<file path="config.mk">
export PLATFORM = sky130hd
export DESIGN_NAME = inst_fetch_unit
export DESIGN_NICKNAME = d
export VERILOG_FILES = /design/src/rtl/inst_fetch_unit.sv
export SDC_FILE = /design/constraint.sdc
export NUM_CORES = 1
export LEC_CHECK = 0
export BUFFER_PORTS_ARGS = -buffer_cell sky130_fd_sc_hd__buf_2
export CAP_MARGIN = 20
export CORE_ASPECT_RATIO = 1.75
export CORE_MARGIN = 1
export CORE_UTILIZATION = 48
export CTS_BUF_LIST = sky130_fd_sc_hd__clkbuf_2 sky130_fd_sc_hd__clkbuf_4 sky130_fd_sc_hd__clkbuf_8
export CTS_CLUSTER_DIAMETER = 60
export CTS_CLUSTER_SIZE = 8
export DETAILED_ROUTE_END_ITERATION = 7
export GPL_TIMING_DRIVEN = 0
export MAX_ROUTING_LAYER = met4
export PLACE_DENSITY = 0.7
export SKIP_CTS_REPAIR_TIMING = 1
export SLEW_MARGIN = 0
export SYNTH_ARGS = -nofsm -noshare
export SYNTH_HDL_FRONTEND = slang
export SYNTH_SLANG_ARGS = --single-unit
</file>
<file path="constraint.sdc">
create_clock -name clk -period 2 [get_ports clk]
set_clock_uncertainty 0.05 [all_clocks]
set_input_delay 0.1 -clock clk [delete_from_list [all_inputs] [get_ports clk]]
set_output_delay 0.1 -clock clk [all_outputs]
set_load 0.02 [all_outputs]
</file>
<file path="src/rtl/inst_fetch_unit.sv">
// PC sequencing and fetch stage in front of a registered instruction ROM.
// A one-entry skid buffer absorbs the single in-flight response when decode stalls.
module inst_fetch_unit #(
    parameter logic [31:0] RESET_PC = 32'h0000_0000,
    parameter int unsigned ADDR_W   = 6
) (
    input  logic              clk,
    input  logic              rst,
    input  logic              fetch_en,
    input  logic              redirect_valid,
    input  logic [31:0]       redirect_pc,
    output logic [ADDR_W-1:0] Inst_addr,
    input  logic [31:0]       Inst_code,
    output logic              out_valid,
    input  logic              out_ready,
    output logic [31:0]       out_inst,
    output logic [31:0]       out_pc
);

    logic [31:0] pc_q, pc_d;
    logic        req_v_q, req_v_d;
    logic [31:0] req_pc_q, req_pc_d;
    logic        out_valid_q, out_valid_d;
    logic [31:0] out_inst_q, out_inst_d;
    logic [31:0] out_pc_q, out_pc_d;
    logic        skid_v_q, skid_v_d;
    logic [31:0] skid_inst_q, skid_inst_d;
    logic [31:0] skid_pc_q, skid_pc_d;
    logic        accept_s;
    logic        issue_s;
    logic [1:0]  unused_redirect_lsb_s;

    assign unused_redirect_lsb_s = redirect_pc[1:0];
    assign accept_s = out_valid_q && out_ready;
    // Never issue unless the response is guaranteed a slot next cycle.
    assign issue_s  = fetch_en && !skid_v_q && !(out_valid_q && !out_ready) && !redirect_valid;

    assign Inst_addr = pc_q[ADDR_W+1:2];
    assign out_valid = out_valid_q;
    assign out_inst  = out_inst_q;
    assign out_pc    = out_pc_q;

    // Next-state: issue, response placement, drain and redirect flush.
    always_comb begin
        pc_d        = pc_q;
        req_v_d     = 1'b0;
        req_pc_d    = req_pc_q;
        out_valid_d = out_valid_q;
        out_inst_d  = out_inst_q;
        out_pc_d    = out_pc_q;
        skid_v_d    = skid_v_q;
        skid_inst_d = skid_inst_q;
        skid_pc_d   = skid_pc_q;
        if (redirect_valid) begin
            pc_d        = {redirect_pc[31:2], 2'b00};
            out_valid_d = 1'b0;
            skid_v_d    = 1'b0;
        end else begin
            if (issue_s) begin
                req_v_d  = 1'b1;
                req_pc_d = pc_q;
                pc_d     = pc_q + 32'd4;
            end else begin
                req_v_d  = 1'b0;
            end
            if (req_v_q) begin
                if (!out_valid_q || accept_s) begin
                    if (skid_v_q) begin
                        // Skid is older than the arriving word, so it moves up first.
                        out_inst_d  = skid_inst_q;
                        out_pc_d    = skid_pc_q;
                        skid_inst_d = Inst_code;
                        skid_pc_d   = req_pc_q;
                    end else begin
                        out_inst_d  = Inst_code;
                        out_pc_d    = req_pc_q;
                        out_valid_d = 1'b1;
                    end
                end else begin
                    skid_inst_d = Inst_code;
                    skid_pc_d   = req_pc_q;
                    skid_v_d    = 1'b1;
                end
            end else if (accept_s) begin
                if (skid_v_q) begin
                    out_inst_d = skid_inst_q;
                    out_pc_d   = skid_pc_q;
                    skid_v_d   = 1'b0;
                end else begin
                    out_valid_d = 1'b0;
                end
            end else begin
                out_valid_d = out_valid_q;
            end
        end
    end

    // State registers with synchronous reset.
    always_ff @(posedge clk) begin
        if (rst) begin
            pc_q        <= {RESET_PC[31:2], 2'b00};
            req_v_q     <= 1'b0;
            req_pc_q    <= 32'd0;
            out_valid_q <= 1'b0;
            out_inst_q  <= 32'd0;
            out_pc_q    <= 32'd0;
            skid_v_q    <= 1'b0;
            skid_inst_q <= 32'd0;
            skid_pc_q   <= 32'd0;
        end else begin
            pc_q        <= pc_d;
            req_v_q     <= req_v_d;
            req_pc_q    <= req_pc_d;
            out_valid_q <= out_valid_d;
            out_inst_q  <= out_inst_d;
            out_pc_q    <= out_pc_d;
            skid_v_q    <= skid_v_d;
            skid_inst_q <= skid_inst_d;
            skid_pc_q   <= skid_pc_d;
        end
    end

endmodule

</file>
# [Yosys cells after proc, flatten, opt, wreduce, memory -nomap -nowiden]
# Index checks and enable logic that the tools add are counted.
[totals] reg_bits=195 in_bits=69 output_inout_bits=71 elab_cells=61
[classes] n_addsub=1 eq_ne=3 muxes=25 bitwise=2 n_reduce_logical=20
[ops] operator="$mux W32" n=16
[ops] operator="$add A32 B3 Y32 const B" n=1
[ops] operator="$mux W1" n=9
[ops] operator="$reduce_and A3 Y1" n=2
[ops] operator="$reduce_bool A2 Y1" n=3
[ops] operator="$logic_and A1 B1 Y1" n=5
[ops] operator="$logic_not A1 Y1" n=5
[ops] operator="$ne A2 B2 Y1 const B" n=2
[ops] operator="$reduce_and A2 Y1" n=2
[ops] operator="$reduce_and A4 Y1" n=1
[ops] operator="$ne A2 B1 Y1 const B" n=1
[ops] operator="$not A1 Y1" n=2
[ops] operator="$reduce_or A2 Y1" n=1
[ops] operator="$logic_or A1 B1 Y1" n=1

# [Depth between registers and ports, before layout]
[logic_depth] word_depth=7 mapped_depth=8 depth_no_buf=6

# [Least setup slack after synthesis]
# OpenSTA, ideal clock, no wires.
[synth_path] path_kind="flip-flop to flip-flop" start="register out_valid_q (netlist: out_valid)" end="register pc_q[21]" setup_time_ps=91 arrival_ps=2138 required_ps=1859 setup_slack_ps=-279 path_stages_with_launch=7 n_path_buf=1 synth_period_minus_slack_ps=2279 path_cell_list="dfxtp_1 > nor2b_4 > buf_6 > or3_4 > or4_4 > or3_1 > a311oi_1"
[synth_via] elab_chain_cells=5
[synth_rtl] item="start, declared" line="23" rtl="logic out_valid_q, out_valid_d;"
[synth_rtl] item="start signal, assigned" line="114" rtl="out_valid_q <= out_valid_d;"
[synth_rtl] item="$logic_and A1 B1 Y1" line="36" rtl="assign issue_s = fetch_en && !skid_v_q && !(out_valid_q && !out_ready) && !redirect_valid;"
[synth_rtl] item="$logic_not A1 Y1" line="36"
[synth_rtl] item="$logic_and A1 B1 Y1 (2 in series)" line="36"
[synth_rtl] item="$reduce_bool A2 Y1 (no source line)"
[synth_rtl] item="end signal, assigned" line="101" rtl="pc_q <= {RESET_PC[31:2], 2'b00};"
[synth_rtl] item="end signal, assigned" line="111" rtl="pc_q <= pc_d;"
[synth_rtl] item="end, declared" line="20" rtl="logic [31:0] pc_q, pc_d;"
# No other way between the ends.
# A chain may end at the register's enable or synchronous reset.

# [Worst setup path after layout]
[layout_path] start="register skid_v_q" end="register pc_q[21]"
[layout_via] elab_chain_cells=5
[layout_rtl] item="start, declared" line="26" rtl="logic skid_v_q, skid_v_d;"
[layout_rtl] item="start signal, assigned" line="117" rtl="skid_v_q <= skid_v_d;"
[layout_rtl] item="$logic_not A1 Y1" line="36"
[layout_rtl] item="$logic_and A1 B1 Y1 (3 in series)" line="36"
[layout_rtl] item="$reduce_bool A2 Y1 (no source line)"
# No other way between the ends.

==> results by group <==
Status
  – Outcome: finished with violations
  – Failing checks: hold timing, setup timing

Hold path
  – Hold Startpoint: redirect_pc[23]
  – Worst hold endpoint: pc_q[23]$_SDFFE_PP0P_
  – HP Class: input port to register
  – Worst hold stages: 3

Timing
  – Final Hold Viols: 1
  – Slew at the pin with the worst max-slew slack: 0.620 ns
  – Final Max Slew Viols: 0
  – Worst rel slew slack: 58.6%
  – Period utilization: 110%
  – Final setup margin: -0.209 ns
  – Final setup vio count: 5
  – Fin Hold WS: -0.00653 ns
  – RSZ-0062 raised after global routing: yes
  – Fmax achieved: 0.453 GHz
  – Fin crit period: 2.21 ns

Synthesis
  – Synth Area in Adders: 0.164%
  – Multiplexer area fraction after synthesis: 8.14%
  – Seq cells post-synth: 187
  – Top-area cell type share of the netlist area: 49.1%
  – Compound-Gate Fraction of Synth Area: 16.3%
  – Synth cell types: 42
  – Sequential share of the synthesized area: 49.1%
  – Synth Area in XOR/XNOR: 2.53%
  – Area leader, netlist: dfxtp_1
  – Synthesized area per cell: 8.45 um^2
  – Top cells by area, synth: dfxtp_1 49%, nand2_1 10%, a211oi_1 8.2%
  – Syn Std Cell Area: 0.00763 mm^2
  – Ys Warns: 0
  – Combinational family with the most area after synthesis: simple AND/OR/NAND/NOR gates
  – Cells after Synth: 902
  – Simple-gate share of the synthesized area: 19.3%

Drt
  – Via density: 5.34
  – Pre-Repair DR Iteration Count: 5
  – Drt first-iter violations: 260
  – Post-Route WL: 20.6 mm
  – DR vias: 7098
  – Antenna viol nets, final: 0
  – DRC: 0
  – WL/cell: 15.5 um

Global routing
  – Pin count of the biggest net entering global routing: 17
  – Total Routing Usage GR: 24.7%
  – Grt ovf: 0
  – Vias in the first global route: 6316
  – First-pass GRT wire length: 31.5 mm
  – Initial antenna violation count: 0

Finish
  – Area delta synth->final: 29.0%
  – Fill count: 1369
  – Share of cells above drive strength 1: 20.3%
  – Final design utilization: 63.6%
  – Final net count: 1200
  – Register area: 0.00376 mm^2
  – Final std cells w/o fill: 1328
  – ANT cells: 0
  – Multi-input gate area: 0.00362 mm^2

Clock network
  – Clock sinks: 187
  – H-tree levels: 4
  – CTS tree: done
  – Max clock buf depth: 2
  – Clk root buf: clkbuf_8
  – Num CTS Buffers: 17
  – Clk_lat worst skew: 0.46 ns
  – Reg clk slew, reported paths: 0.09 ns

Pwr
  – Clock power frac: 38.6%
  – Pwr Density: 772 mW/mm^2
  – Design Power: 7.60 mW
  – Net Sw Power: 1.89 mW
  – Pint: 5.70 mW
  – Switching Share: 24.9%
  – Worst vdd ir: 0.000459 V
  – Reg power frac: 51.7%
  – Leak pwr: 3.59 nW
  – Comb power frac: 9.7%

Worst setup path
  – CP cell instances: nand2b_4 > or3_4 > or4_4 > or3_1 > a311oi_1
  – R2R depth: 5
  – Critical path's slowest cell: or4_4
  – Critical path's top delay family: simple AND/OR/NAND/NOR gates
  – R2R Setup Slk: -0.21 ns
  – RR Startpoint: skid_v_q$_SDFFE_PP0P_
  – Endpoint class of the critical path: register
  – Bufs and invs on worst path: 0
  – Largest stage delay on the critical path: 0.57 ns
  – Worst Path Required: 2.32 ns
  – Arrival time worst endpoint: 2.53 ns
  – Setup CP Type: register to register
  – CP Max Fanout: 6
  – Reg2reg end: pc_q[21]$_SDFFE_PP0P_
  – Startpoint types: register

Die
  – Initial Util: 49.3%
  – Die Span Y: 169 um
  – Row cnt: 60
  – Core area: 0.0155 mm^2
  – # IOs: 140
  – Die ar.: 0.0164 mm^2
  – Die span in x: 97.3 um

Placed design
  – Dpl cells: 1223
  – Final HPWL DP: 14.2 mm
  – Global placement routability congestion: 0.865
  – # port buffers: 133

Job
  – Max cap viols: 0
cells in the mapped netlist:
library cell    n
or3_4           1
inv_1           3
nor2b_4         1
o31ai_1         1
or2_2           1
nand2_1       204
nor2b_1         1
or3_1           3
or4_1           1
o21bai_1        1
a31oi_1         2
and3_1          3
nand4_1         9
o21a_1          1
buf_1          10
nand2b_1        3
nor3_1          4
o21ai_0         5
clkbuf_1       59
nand3_1        10
xnor2_1         6
o22ai_1         1
xor2_1         16
and2_1          1
mux2i_1        62
nor4_2          1
nor2_1         93
and4_1          6
a311oi_1        5
a21o_1          1
a211oi_1       83
or4_4           1
nand4b_1        2
buf_4           8
nor4_1          3
conb_1          1
a21oi_1        98
dfxtp_1       187
buf_6           1
o31a_1          1
ha_1            1
and4b_1         1
flip-flops by register name, indices dropped and copies added, names as in the netlist:
| signal | flops |
|---|---|
| req_pc_q | 30 |
| skid_pc_q | 30 |
| out_inst | 32 |
| skid_v_q | 1 |
| pc_q | 30 |
| req_v_q | 1 |
| skid_inst_q | 32 |
| out_pc | 30 |
| out_valid | 1 |
layout by cell type, fill, tap and decap left out, types with 3 or more instances in the layout:
master         instances
a311oi_1               5
bufinv_16              5
nand2_1              204
buf_2                133
dlygate4sd3_1         62
nand4_1                9
clkbuf_1              41
buf_4                 25
a211oi_1              82
nor2_1                91
dfxtp_1              179
and4_1                 3
nand3_1               10
xor2_1                16
buf_1                  6
o21ai_0                5
xnor2_1                6
and4_2                 3
and3_1                 3
mux2i_1               62
a21oi_1               98
dfxtp_2                6
clkbuf_2              18
or3_1                  3
nor3_1                 3
clkbuf_8              18
inv_1                  3
routing by layer:
layer / routed length [um] / vias up / global-route usage (%)
met5: 0 / - / -
met4: 520 / 0 / 10.0
met3: 776 / 40 / 4.38
met2: 11000 / 180 / 42.8
met1: 8350 / 3332 / 28.0
li1: - / 3546 / -
cells by family after synthesis:
kind of cell,after synthesis
buffers and inverters,81
muxes,62
AOI/OAI and AO/OA,199
xor gates and xnor gates,22
other,1
and+or+nand+nor,349
adders and majority gates,1
DFF,187
worst min-delay path: stages:
cell	delay, ns
buf_2	0.08
nor2_1	0.06
a311oi_1	0.22
metrics by stage:
step | area [um^2] | setup TNS (ns) | setup WS (ns)
2_1_floorplan | 7630 | -0.312 | -0.161
3_3_place_gp | 8530 | -67.31 | -0.971
3_5_place_dp | 8540 | -71.19 | -1.02
4_1_cts | 9000 | -74.60 | -1.04
5_1_grt | 9840 | -3.54 | -0.298
6_report | 9840 | -0.669 | -0.209
how the worst max path moves through the flow:
stage	startpoint	to	slack (ns)	cells after the start
after floorplan	out_valid$_SDFFE_PP0P_	pc_q[21]$_SDFFE_PP0P_	-0.16	6
after global placement	out_valid$_SDFFE_PP0P_	out_pc[13]$_SDFFE_PP0P_	-0.97	6
after detailed placement	out_valid$_SDFFE_PP0P_	out_pc[13]$_SDFFE_PP0P_	-1.02	6
after CTS	out_valid$_SDFFE_PP0P_	out_pc[13]$_SDFFE_PP0P_	-1.04	6
after global routing	pc_q[5]$_SDFFE_PP0P_	pc_q[21]$_SDFFE_PP0P_	-0.30	5
final	skid_v_q$_SDFFE_PP0P_	pc_q[21]$_SDFFE_PP0P_	-0.21	5
power groups by stage:
stage | Clock [mW] | Combinational, mW | Sequential, mW
floorplan | 0 | 0.340 | 4.04
global placement | 0 | 0.615 | 4.01
detailed placement | 0 | 0.621 | 4.01
CTS | 2.96 | 0.625 | 3.93
global route | 3.12 | 0.801 | 3.95
finish | 2.93 | 0.739 | 3.93
cell type report:
class                      count  area share, %
buffer                        74           3.40
clock buffer                  19           2.59
clock inverter                12           2.15
inverter                       3          0.114
multi-input combinational    635           36.8
sequential                   187           38.2
tap                          186           2.37
timing repair buffer         212           14.4
Power figures use the tool's default switching activity.
